File: config.mk
export PLATFORM = sky130hd
export DESIGN_NAME = des_expansion_pipe
export DESIGN_NICKNAME = d
export VERILOG_FILES = /design/src/rtl/des_expansion_pipe.sv
export SDC_FILE = /design/constraint.sdc
export NUM_CORES = 1
export LEC_CHECK = 0
export CAP_MARGIN = 5
export CORE_ASPECT_RATIO = 0.9
export CORE_MARGIN = 2
export CORE_UTILIZATION = 55
export CTS_CLUSTER_SIZE = 14
export DETAILED_ROUTE_END_ITERATION = 16
export DONT_BUFFER_PORTS = 1
export PLACE_DENSITY_LB_ADDON = 0.05
export SKIP_CTS_REPAIR_TIMING = 1
export SYNTH_ARGS = -nofsm -noshare
export SYNTH_HDL_FRONTEND = slang
export SYNTH_SLANG_ARGS = --single-unit
File: constraint.sdc
create_clock -name clk -period 4.6 [get_ports clk]
set_clock_uncertainty 0.15 [all_clocks]
set_input_delay 0.46 -clock clk [delete_from_list [all_inputs] [get_ports clk]]
set_output_delay 0.46 -clock clk [all_outputs]
set_load 0.02 [all_outputs]
File: src/rtl/des_expansion_pipe.sv
// -----------------------------------------------------------------------------
// des_expansion_pipe
//
// Parametrised DES E-expansion with optional subkey mixing, carried through a
// two-stage valid/ready pipeline with full backpressure and a wrapping count
// of completed output beats.
//
// Stage 1 registers the expansion of the accepted half-block together with
// the per-beat key and key-enable. Stage 2 registers the key-mixed result,
// which drives out_data directly.
//
// Ports:
//   clk        rising-edge clock
//   rst        asynchronous active-high reset
//   in_data    4*GROUPS-bit half-block (MSB is DES bit 1)
//   in_key     6*GROUPS-bit subkey, captured with in_data
//   in_key_en  1 = XOR the expansion with in_key, captured with in_data
//   in_valid   input beat valid
//   in_ready   stage 1 can accept a beat (combinational from out_ready)
//   out_data   expanded, optionally key-mixed result (registered)
//   out_valid  out_data valid (registered)
//   out_ready  downstream accepts
//   blk_count  completed output handshakes since reset, wrapping
//
// GROUPS is meant to lie in 2..16; CNT_W sets the counter width.
// -----------------------------------------------------------------------------
module des_expansion_pipe #(
    parameter int GROUPS = 8,
    parameter int CNT_W  = 16
) (
    input  logic                  clk,
    input  logic                  rst,
    input  logic [4*GROUPS-1:0]   in_data,
    input  logic [6*GROUPS-1:0]   in_key,
    input  logic                  in_key_en,
    input  logic                  in_valid,
    output logic                  in_ready,
    output logic [6*GROUPS-1:0]   out_data,
    output logic                  out_valid,
    input  logic                  out_ready,
    output logic [CNT_W-1:0]      blk_count
);

    localparam int W = 4 * GROUPS;
    localparam int X = 6 * GROUPS;

    // Pipeline state
    logic [X-1:0]     s1_exp_q,    s1_exp_d;
    logic [X-1:0]     s1_key_q,    s1_key_d;
    logic             s1_key_en_q, s1_key_en_d;
    logic             s1_valid_q,  s1_valid_d;
    logic [X-1:0]     out_data_q,  out_data_d;
    logic             out_valid_q, out_valid_d;
    logic [CNT_W-1:0] cnt_q,       cnt_d;

    // Combinational helpers
    logic [X-1:0] exp_s;
    logic [X-1:0] mix_s;
    logic         s2_free_s;
    logic         adv_s;
    logic         in_hs_s;
    logic         out_hs_s;

    // E rule per group: the 4 middle bits are copied straight through and the
    // two edge bits borrow the neighbouring groups' outer bits. The modulo on
    // the verilog index implements the DES wrap-around (bit W+1 -> 1, 0 -> W).
    for (genvar k = 0; k < GROUPS; k++) begin : g_exp
        localparam int HI = W - 4 * k - 1;   // verilog index of the group's MSB
        localparam int OB = X - 6 * k - 1;   // verilog index of the output MSB
        assign exp_s[OB]         = in_data[(HI + 1) % W];
        assign exp_s[OB-1 -: 4]  = in_data[HI -: 4];
        assign exp_s[OB-5]       = in_data[(HI + W - 4) % W];
    end

    // Flow control: stage 2 empties when downstream takes it, stage 1 may
    // move whenever stage 2 is (or is becoming) free, so no bubble is needed.
    always_comb begin
        s2_free_s = !out_valid_q || out_ready;
        adv_s     = s1_valid_q && s2_free_s;
        in_ready  = !s1_valid_q || s2_free_s;
        in_hs_s   = in_valid && in_ready;
        out_hs_s  = out_valid_q && out_ready;
        mix_s     = s1_exp_q ^ (s1_key_en_q ? s1_key_q : {X{1'b0}});
    end

    // Next-state for both stages and the completion counter
    always_comb begin
        s1_exp_d    = s1_exp_q;
        s1_key_d    = s1_key_q;
        s1_key_en_d = s1_key_en_q;
        s1_valid_d  = s1_valid_q;
        out_data_d  = out_data_q;
        out_valid_d = out_valid_q;
        cnt_d       = cnt_q;

        if (in_hs_s) begin
            s1_exp_d    = exp_s;
            s1_key_d    = in_key;
            s1_key_en_d = in_key_en;
            s1_valid_d  = 1'b1;
        end else if (adv_s) begin
            s1_valid_d  = 1'b0;
        end else begin
            s1_valid_d  = s1_valid_q;
        end

        if (adv_s) begin
            out_data_d  = mix_s;
            out_valid_d = 1'b1;
        end else if (out_hs_s) begin
            out_valid_d = 1'b0;
        end else begin
            out_valid_d = out_valid_q;
        end

        if (out_hs_s) begin
            cnt_d = cnt_q + {{(CNT_W-1){1'b0}}, 1'b1};
        end else begin
            cnt_d = cnt_q;
        end
    end

    // State registers, cleared asynchronously so in-flight beats are dropped
    always_ff @(posedge clk or posedge rst) begin
        if (rst) begin
            s1_exp_q    <= {X{1'b0}};
            s1_key_q    <= {X{1'b0}};
            s1_key_en_q <= 1'b0;
            s1_valid_q  <= 1'b0;
            out_data_q  <= {X{1'b0}};
            out_valid_q <= 1'b0;
            cnt_q       <= {CNT_W{1'b0}};
        end else begin
            s1_exp_q    <= s1_exp_d;
            s1_key_q    <= s1_key_d;
            s1_key_en_q <= s1_key_en_d;
            s1_valid_q  <= s1_valid_d;
            out_data_q  <= out_data_d;
            out_valid_q <= out_valid_d;
            cnt_q       <= cnt_d;
        end
    end

    assign out_data  = out_data_q;
    assign out_valid = out_valid_q;
    assign blk_count = cnt_q;

endmodule

==> results of run 1 <==
==> how the worst max path moves through the flow <==
stage / startpoint / to / cells after the start
after floorplan: rst / blk_count[0] / 1
after global placement: out_valid / s1_exp_q[37] / 3
after detailed placement: out_valid / s1_exp_q[45] / 3
after CTS: out_valid / s1_exp_q[45] / 3
after global routing: out_valid / s1_exp_q[45] / 3
final: out_valid / s1_exp_q[45] / 3
==> layout by cell type (no fill, tap or decap), drive strengths merged <==
| cell type | Yosys | layout |
|---|---|---|
| clkinv | 0 | 3 |
| ha | 1 | 1 |
| nand4 | 3 | 3 |
| clkinvlp | 0 | 1 |
| nor3 | 2 | 2 |
| xor2 | 55 | 55 |
| nor4 | 2 | 2 |
| a21oi | 48 | 48 |
| nand3b | 1 | 1 |
| nand3 | 7 | 7 |
| nand2 | 54 | 54 |
| buf | 20 | 1 |
| dfrtp | 147 | 147 |
| inv | 1 | 1 |
| xnor2 | 8 | 8 |
| mux2 | 82 | 82 |
| nand2b | 3 | 3 |
| clkbuf | 5 | 21 |
| nor2 | 51 | 51 |
| and3 | 2 | 2 |
| and2 | 2 | 2 |
| bufinv | 0 | 6 |
| and4 | 1 | 1 |
==> power breakdown <==
| part | switching, mW | total (mW) | internal (mW) |
|---|---|---|---|
| registers | 0.424 | 1.98 | 1.55 |
| logic | 0.225 | 0.468 | 0.243 |
| clock network | 0.491 | 1.54 | 1.05 |
| total | 1.14 | 3.99 | 2.85 |
==> critical path, stage by stage (launching register included) <==
cell	delay, ps
dfrtp_1	520
nand3b_1	350
nand2_4	910
mux2_2	430
==> metrics by stage <==
| stage | hold slack, ps | std cells | power, mW | instance area, sq um |
|---|---|---|---|---|
| global route | 5.73 | 654 | 4.19 | 6880 |
| floorplan | 299 | 495 | 2.36 | 6170 |
| global placement | 319 | 623 | 2.45 | 6200 |
| finish | -16.8 | 654 | 3.99 | 6880 |
| CTS | 5.98 | 654 | 4.04 | 6880 |
| detailed placement | 326 | 623 | 2.48 | 6200 |
==> layer usage <==
metal,up-vias,global-route usage [%],routed length (um)
li1,1636,-,-
met1,1703,23.3,4520
met2,110,29.4,5390
met3,20,9.67,1080
met4,2,8.16,204
met5,-,0,7
==> sequential cells by signal, indices dropped and copies added (netlist names) <==
register	flops
out_data	48
s1_key_q	48
s1_exp_q	32
blk_count	16
out_valid	1
s1_key_en_q	1
s1_valid_q	1
==> layout make-up <==
type	instances	area (sq um)
fillers	906	4030
clock buffers	21	470
repair buffers	1	7.51
inverters	1	8.76
multi-input cells	322	2320
well taps	152	190
flip-flops and latches	147	3680
clock inverters	10	203
==> cells by family after synthesis <==
group	share of synthesized area, %
adders and majority gates	0.203
AOI/OAI and AO/OA	3.89
xor gates and xnor gates	8.94
and+or+nand+nor	9.49
DFF	59.6
muxes	15.0
buffers and inverters	2.94
==> out/metrics.cfg, run 1 <==
[synthesis]
synth_most_common_cell = dfrtp_1
ys_ff_latch = 147
synthCells = 495
synth_area_sq_um = 6170
syn_avg_cell_area_sq_um = 12.5
async_flop_share_pct = 100
ys.flop_type = dfrtp_1
synth_cell_type_count = 26
yosysSeqAreaShare_pct = 59.6
synth_edf_count = 0
yosysTopAreaCell = dfrtp_1
yosysWarnings = 0
synth.area.top_cells = dfrtp_1 60%, mux2_2 13%, xor2_1 7.8%
synth_fp_nets = 581
yosys.area.top_type_share_pct = 59.6
synthTopCellsByCount = 147 x dfrtp_1, 73 x mux2_2, 55 x xor2_1

[sta]
slew_violations = 0
hold_violations = 7
timing.setup.tns_ps = 0
fin_crit_sh_pct = 55.3
period_needed_ps = 2540
fmax_ghz = 0.393
setup_viol = 0
rsz0062_at_grt = no
post-route-worst-setup-slack_ps = 2060
tightest_slew_ps = 1110
timing.hold.ws_ps = -16.8
slew_headroom_pct = 26.0

[setup_path]
crit_required_ps = 4740
critPathKind = register to register
path_max_fanout = 81
reg2reg_depth = 3
reg2reg_to = s1_exp_q[45]
start_kind = register
endpoint_kind = register
reg2reg_slack_ps = 2060
arrival_ps = 2680
reg2reg_from = out_valid

[clock_tree]
clockBufferDepth = 2
clk_latency_ps = 410
cts_root_buffer = clkbuf_16
cts_made_buffers = 17
clkSlewWorstSetupHoldPaths_ps = 60
htree_levels = 4
cts_tree = yes
cts_sinks = 147

[drt]
antenna_left = 0
wl_per_cell_um = 17.1
dr.first_iter.drc_count = 170
num_vias = 3471
dr.pass1.iters = 4
wl_um = 11200
drc = 0
vias_per_cell = 5.31

[cells_and_area]
utilization_pct = 63.1
diodes = 0
area_growth_pct = 11.4
finish.net_count = 576
layout-drive-gt1-share_pct = 22.3

[global_route]
antenna_found_initial = 2
grt_max_degree = 113
grt_pass1_vias = 3551
overflow = 0
grt_pass1_wl_um = 17700
grt_usage_pct = 19.4

[placement]
gp_congestion = 0.758
pre_cts_ws_ps = 2040
dp_hpwl_um = 7090
io_buffers = 0

[worst_hold_path]
hp-class = primary input to async pin

[floorplan]
initial_utilization_pct = 56.6
dieArea_sq_um = 12100
rows = 36
ioPinCount = 151
die_h_um = 105
coreArea_sq_um = 10900
die-width_um = 116

[run_status]
failed_checks = hold timing
status = complete, but fails checks

[job]
maxCapViolations = 0

[power_and_ir_drop]
p_per_area_nw_per_um2 = 580
leakage_nw = 2.98
ir_drop_uv = 368

Power figures use the tool's default switching activity.
==> run 2, diff against run 1 <==
==> constraint.sdc (replaced) <==
create_clock -name clk -period 2.1 [get_ports clk]
set_clock_uncertainty 0.15 [all_clocks]
set_input_delay 0.21 -clock clk [delete_from_list [all_inputs] [get_ports clk]]
set_output_delay 0.21 -clock clk [all_outputs]
set_load 0.02 [all_outputs]
==> out/metrics.cfg, run 2 (synthesis gave the netlist of run 1 again) <==
[run_status]
status = complete, but fails checks
failed_checks = hold timing

[sta]
slew_violations = 0
post-route-worst-setup-slack_ps = 354
fin_crit_sh_pct = 83.1
tightest_slew_ps = 476
rsz0062_at_grt = no
fmax_ghz = 0.573
period_needed_ps = 1750
slew_headroom_pct = 68.2
hold_violations = 1
timing.hold.ws_ps = -1.97
setup_viol = 0

[power_and_ir_drop]
p_per_area_nw_per_um2 = 1100
totalPowerFinal_mw = 8.51
ir_drop_uv = 707
leakage_nw = 3.34

[cells_and_area]
final_cell_mix = 146 x dfrtp_1, 84 x dlygate4sd3_1, 73 x mux2_2, 55 x xor2_1, 53 x nand2_1
layout-drive-gt1-share_pct = 19.6
seq_area_sq_um = 3680
finish.net_count = 666
area_growth_pct = 25.5
diodes = 0
final_common_cell = dfrtp_1
multiInputGateArea_sq_um = 2320
nFillCells = 776

[drt]
antenna_left = 0
dr.pass1.iters = 4
wl_per_cell_um = 16.4
vias_per_cell = 5.18
num_vias = 3856
dr.first_iter.drc_count = 155
wl_um = 12200
drc = 0

[setup_path]
slowest_delay_ps = 550
critPathKind = register to register
arrival_ps = 1870
worstPathCellList = ha_1, and4_1, nand3_1, xnor2_1
cpMaxStageDelayCell = dfrtp_1
endpoint_kind = register
path_max_fanout = 5
crit_required_ps = 2230
start_kind = register

[global_route]
grt_usage_pct = 19.7
antenna_found_initial = 0
grt_pass1_wl_um = 18200
overflow = 0
grt_max_degree = 97
grt_pass1_vias = 3613

[clock_tree]
clk_latency_ps = 410
cts_made_buffers = 17
htree_levels = 4
cts_tree = yes
cts_sinks = 147
cts_root_buffer = clkbuf_16
clockBufferDepth = 2
clkSlewWorstSetupHoldPaths_ps = 60

[floorplan]
die_h_um = 105
rows = 36
dieArea_sq_um = 12100
die-width_um = 116
ioPinCount = 151
initial_utilization_pct = 56.6
coreArea_sq_um = 10900

[placement]
gp_congestion = 0.753
pre_cts_ws_ps = 409
io_buffers = 0
dp_hpwl_um = 7300

[job]
maxCapViolations = 0

[worst_hold_path]
hp-class = primary input to register

-- run 2: cell types whose count changed in the layout (fill, tap and decap cells not counted) --
cell and delta:
buf_12 +5, buf_4 +1, bufinv_16 -5, clkbuf_1 +3, clkbuf_8 +6, clkinv_2 -2
dlygate4sd3_1 +84, inv_6 -1
-- run 2: power by group --
group | switching, mW | total [mW] | internal, mW
combinational | 0.571 | 1.24 | 0.665
clock | 1.05 | 2.97 | 1.92
sequential | 0.905 | 4.31 | 3.40
total | 2.53 | 8.51 | 5.98
-- run 2: stage by stage --
stage,hold WS (ps),TNS (ps),util (%),cells,area (sq um)
final,-1.97,0,71.1,745,7750
after global routing,13.8,0,71.1,745,7750
after CTS,-468,0,63.4,661,6910
after detailed placement,-26.2,0,57.9,629,6310
after global placement,-28.9,0,57.9,629,6310
after floorplan,168,-15730,-,495,6180
-- run 2: layout make-up --
class / count / share of cell area, %
Sequential cell: 147 / 47.5
Multi-Input combinational cell: 322 / 29.9
Timing Repair Buffer: 91 / 12.3
Clock buffer: 30 / 7.28
Tap cell: 152 / 2.45
Clock inverter: 2 / 0.452
Inverter: 1 / 0.0969
-- run 2: critical path: cells and delay by family, from the launching register on --
family                     cells  cell delay (ps)
and+or+nand+nor                2              470
adders and majority gates      1              270
xor gates and xnor gates       1              180
DFF                            1              550
-- run 2: worst paths after layout --
check | start | endpoint | slack [ps] | depth (start not counted)
max | blk_count[0] | blk_count[10] | 350 | 4
min | out_ready | blk_count[4] | -2 | 3
max in group asynchronous | rst | s1_key_q[16] | 970 | 3
min reg2reg | s1_key_q[21] | s1_key_q[21] | 340 | 1
min in group asynchronous | rst | s1_key_q[27] | 150 | 2
max reg2reg | blk_count[0] | blk_count[10] | 350 | 4
-- run 2: metal layers --
metal,wire [um],vias to the layer above,part of all wire [%],GRT usage (%)
li1,-,1820,-,-
met1,5040,1912,41,24.3
met2,6110,108,50,29.9
met3,827,16,6.8,8.92
met4,229,0,1.9,8.59
met5,0,-,0,0
==> run 3, diff against run 2 <==
--- a/config.mk
+++ b/config.mk
@@ -5,6 +5,7 @@
 export SDC_FILE = /design/constraint.sdc
 export NUM_CORES = 1
 export LEC_CHECK = 0
+export ABC_AREA = 1
 export CAP_MARGIN = 5
 export CORE_ASPECT_RATIO = 0.9
 export CORE_MARGIN = 2
==> constraint.sdc (replaced) <==
create_clock -name clk -period 1.5 [get_ports clk]
set_clock_uncertainty 0.15 [all_clocks]
set_input_delay 0.15 -clock clk [delete_from_list [all_inputs] [get_ports clk]]
set_output_delay 0.15 -clock clk [all_outputs]
set_load 0.02 [all_outputs]
==> out/metrics.cfg, run 3 <==
[sta]
slew_headroom_pct = 67.9
setup_viol = 0
fmax_ghz = 0.683
timing.hold.ws_ps = -264
fin_crit_sh_pct = 97.7
timing.setup.tns_ps = 0
rsz0062_at_grt = yes
tightest_slew_ps = 481
slew_violations = 0
period_needed_ps = 1460
hold_violations = 82

[clock_tree]
cts_tree = yes
clockBufferDepth = 2
clkSlewWorstSetupHoldPaths_ps = 60
cts_made_buffers = 17
clk_latency_ps = 420
htree_levels = 4
cts_root_buffer = clkbuf_16
cts_sinks = 147

[cells_and_area]
final_cell_mix = 249 x nand2_1, 145 x dfrtp_1, 86 x nand3_1, 83 x dlygate4sd3_1, 58 x nor2_1
area_growth_pct = 29.6
layout-drive-gt1-share_pct = 9.39
nFillCells = 879
finish.net_count = 906
final_common_cell = nand2_1
utilization_pct = 72.8
diodes = 0
final_area_sq_um = 8250

[setup_path]
reg2reg_depth = 5
reg2reg_from = out_valid
reg2reg_to = out_data[34]
path_max_fanout = 17
reg2reg_slack_ps = 60
start_kind = register
critPathKind = register to output port
crit_required_ps = 1200
arrival_ps = 1160
endpoint_kind = output port

[placement]
dp_hpwl_um = 9310
gp_congestion = 0.786
io_buffers = 0
place_area_sq_um = 6740

[floorplan]
dieArea_sq_um = 12500
die_h_um = 106
rows = 37
die-width_um = 117
coreArea_sq_um = 11300
ioPinCount = 151
initial_utilization_pct = 56.2

[synthesis]
yosysTopAreaCell = dfrtp_1
ys.flop_type = dfrtp_1
ys_ff_latch = 147
yosysWarnings = 0
yosys.area.top_type_share_pct = 57.7
synth_cell_type_count = 20
synth_fp_nets = 809
yosysSeqAreaShare_pct = 57.7
synthCells = 723
syn_avg_cell_area_sq_um = 8.81
synthTopCellsByCount = 251 x nand2_1, 147 x dfrtp_1, 88 x nand3_1
async_flop_share_pct = 100
synth_area_sq_um = 6370
synth_most_common_cell = nand2_1
synth.area.top_cells = dfrtp_1 58%, nand2_1 15%, xor2_1 7.1%
synth_edf_count = 0

[global_route]
grt_pass1_vias = 4712
grt_pass1_wl_um = 24100
use_met2_pct = 37.8
grt_max_degree = 83
use_met3_pct = 9.71
grtUsageMet1_pct = 32.5
grt_usage_pct = 24.6
overflow = 0
grt-busiest-layer = met2
antenna_found_initial = 0

[run_status]
status = complete, but fails checks
failed_checks = hold timing

[drt]
dr.pass1.iters = 5
wl_um = 15800
wl_per_cell_um = 16.0
drc = 0
antenna_left = 0
vias_per_cell = 5.36
num_vias = 5288
dr.first_iter.drc_count = 440

[worst_hold_path]
hp-class = primary input to register
hold_depth = 2
hp-start = in_valid
min_to = s1_key_q[15]

[power_and_ir_drop]
p_per_area_nw_per_um2 = 1510
ir_drop_uv = 1320
leakage_nw = 3.95

[job]
maxCapViolations = 0

-- run 3: metal layers --
metal / up-vias / share of wire [%]
met2: 163 / 50
met5: - / 0
met1: 2624 / 43
met4: 0 / 1.3
li1: 2485 / -
met3: 16 / 6.2
-- run 3: worst max-delay path by stage --
stage	start	end	slack, ps	depth (start not counted)
floorplan	rst	blk_count[0]	-650	1
global placement	out_valid	blk_count[12]	70	7
detailed placement	out_valid	blk_count[12]	-2	7
CTS	out_valid	in_ready	-160	2
global route	out_valid	in_ready	-30	2
finish	out_valid	in_ready	40	2
-- run 3: critical path, cell delays in order, from the launching register on --
cell	delay [ps]
dfrtp_2	440
nand3_4	120
buf_12	180
-- run 3: logic make-up (layout without fill, tap and decap cells) --
group	after synthesis	in the layout	share of synthesized area, %
flops	147	147	57.7
fa+ha+maj	1	1	0.196
simple gates	408	408	26.1
buf+inv	59	167	4.13
xor+xnor	55	55	7.56
compound gates	53	53	4.22
-- run 3: power by group --
group	leakage [nW]	switching, mW	internal [mW]	total [mW]
combinational	1.91	1.30	1.02	2.32
sequential	1.76	1.25	4.82	6.07
clock	0.283	1.50	2.60	4.10
-- run 3: final cells by class --
class / count / area [sq um] / area share, %
clock inverter: 5 / 75.1 / 0.910
multi-input combinational: 517 / 2470 / 29.9
sequential: 147 / 3680 / 44.6
inverter: 18 / 71.3 / 0.864
timing repair buffer: 119 / 1260 / 15.3
clock buffer: 25 / 495 / 6.00
tap: 156 / 195 / 2.36
-- run 3: stage by stage --
stage	setup slack, ps	std cells	power, mW
final	35.1	987	12.5
after global routing	-28.4	987	13.2
after global placement	69.6	868	8.06
after CTS	-165	898	12.3
after floorplan	-647	723	7.45
after detailed placement	-2.48	868	8.15
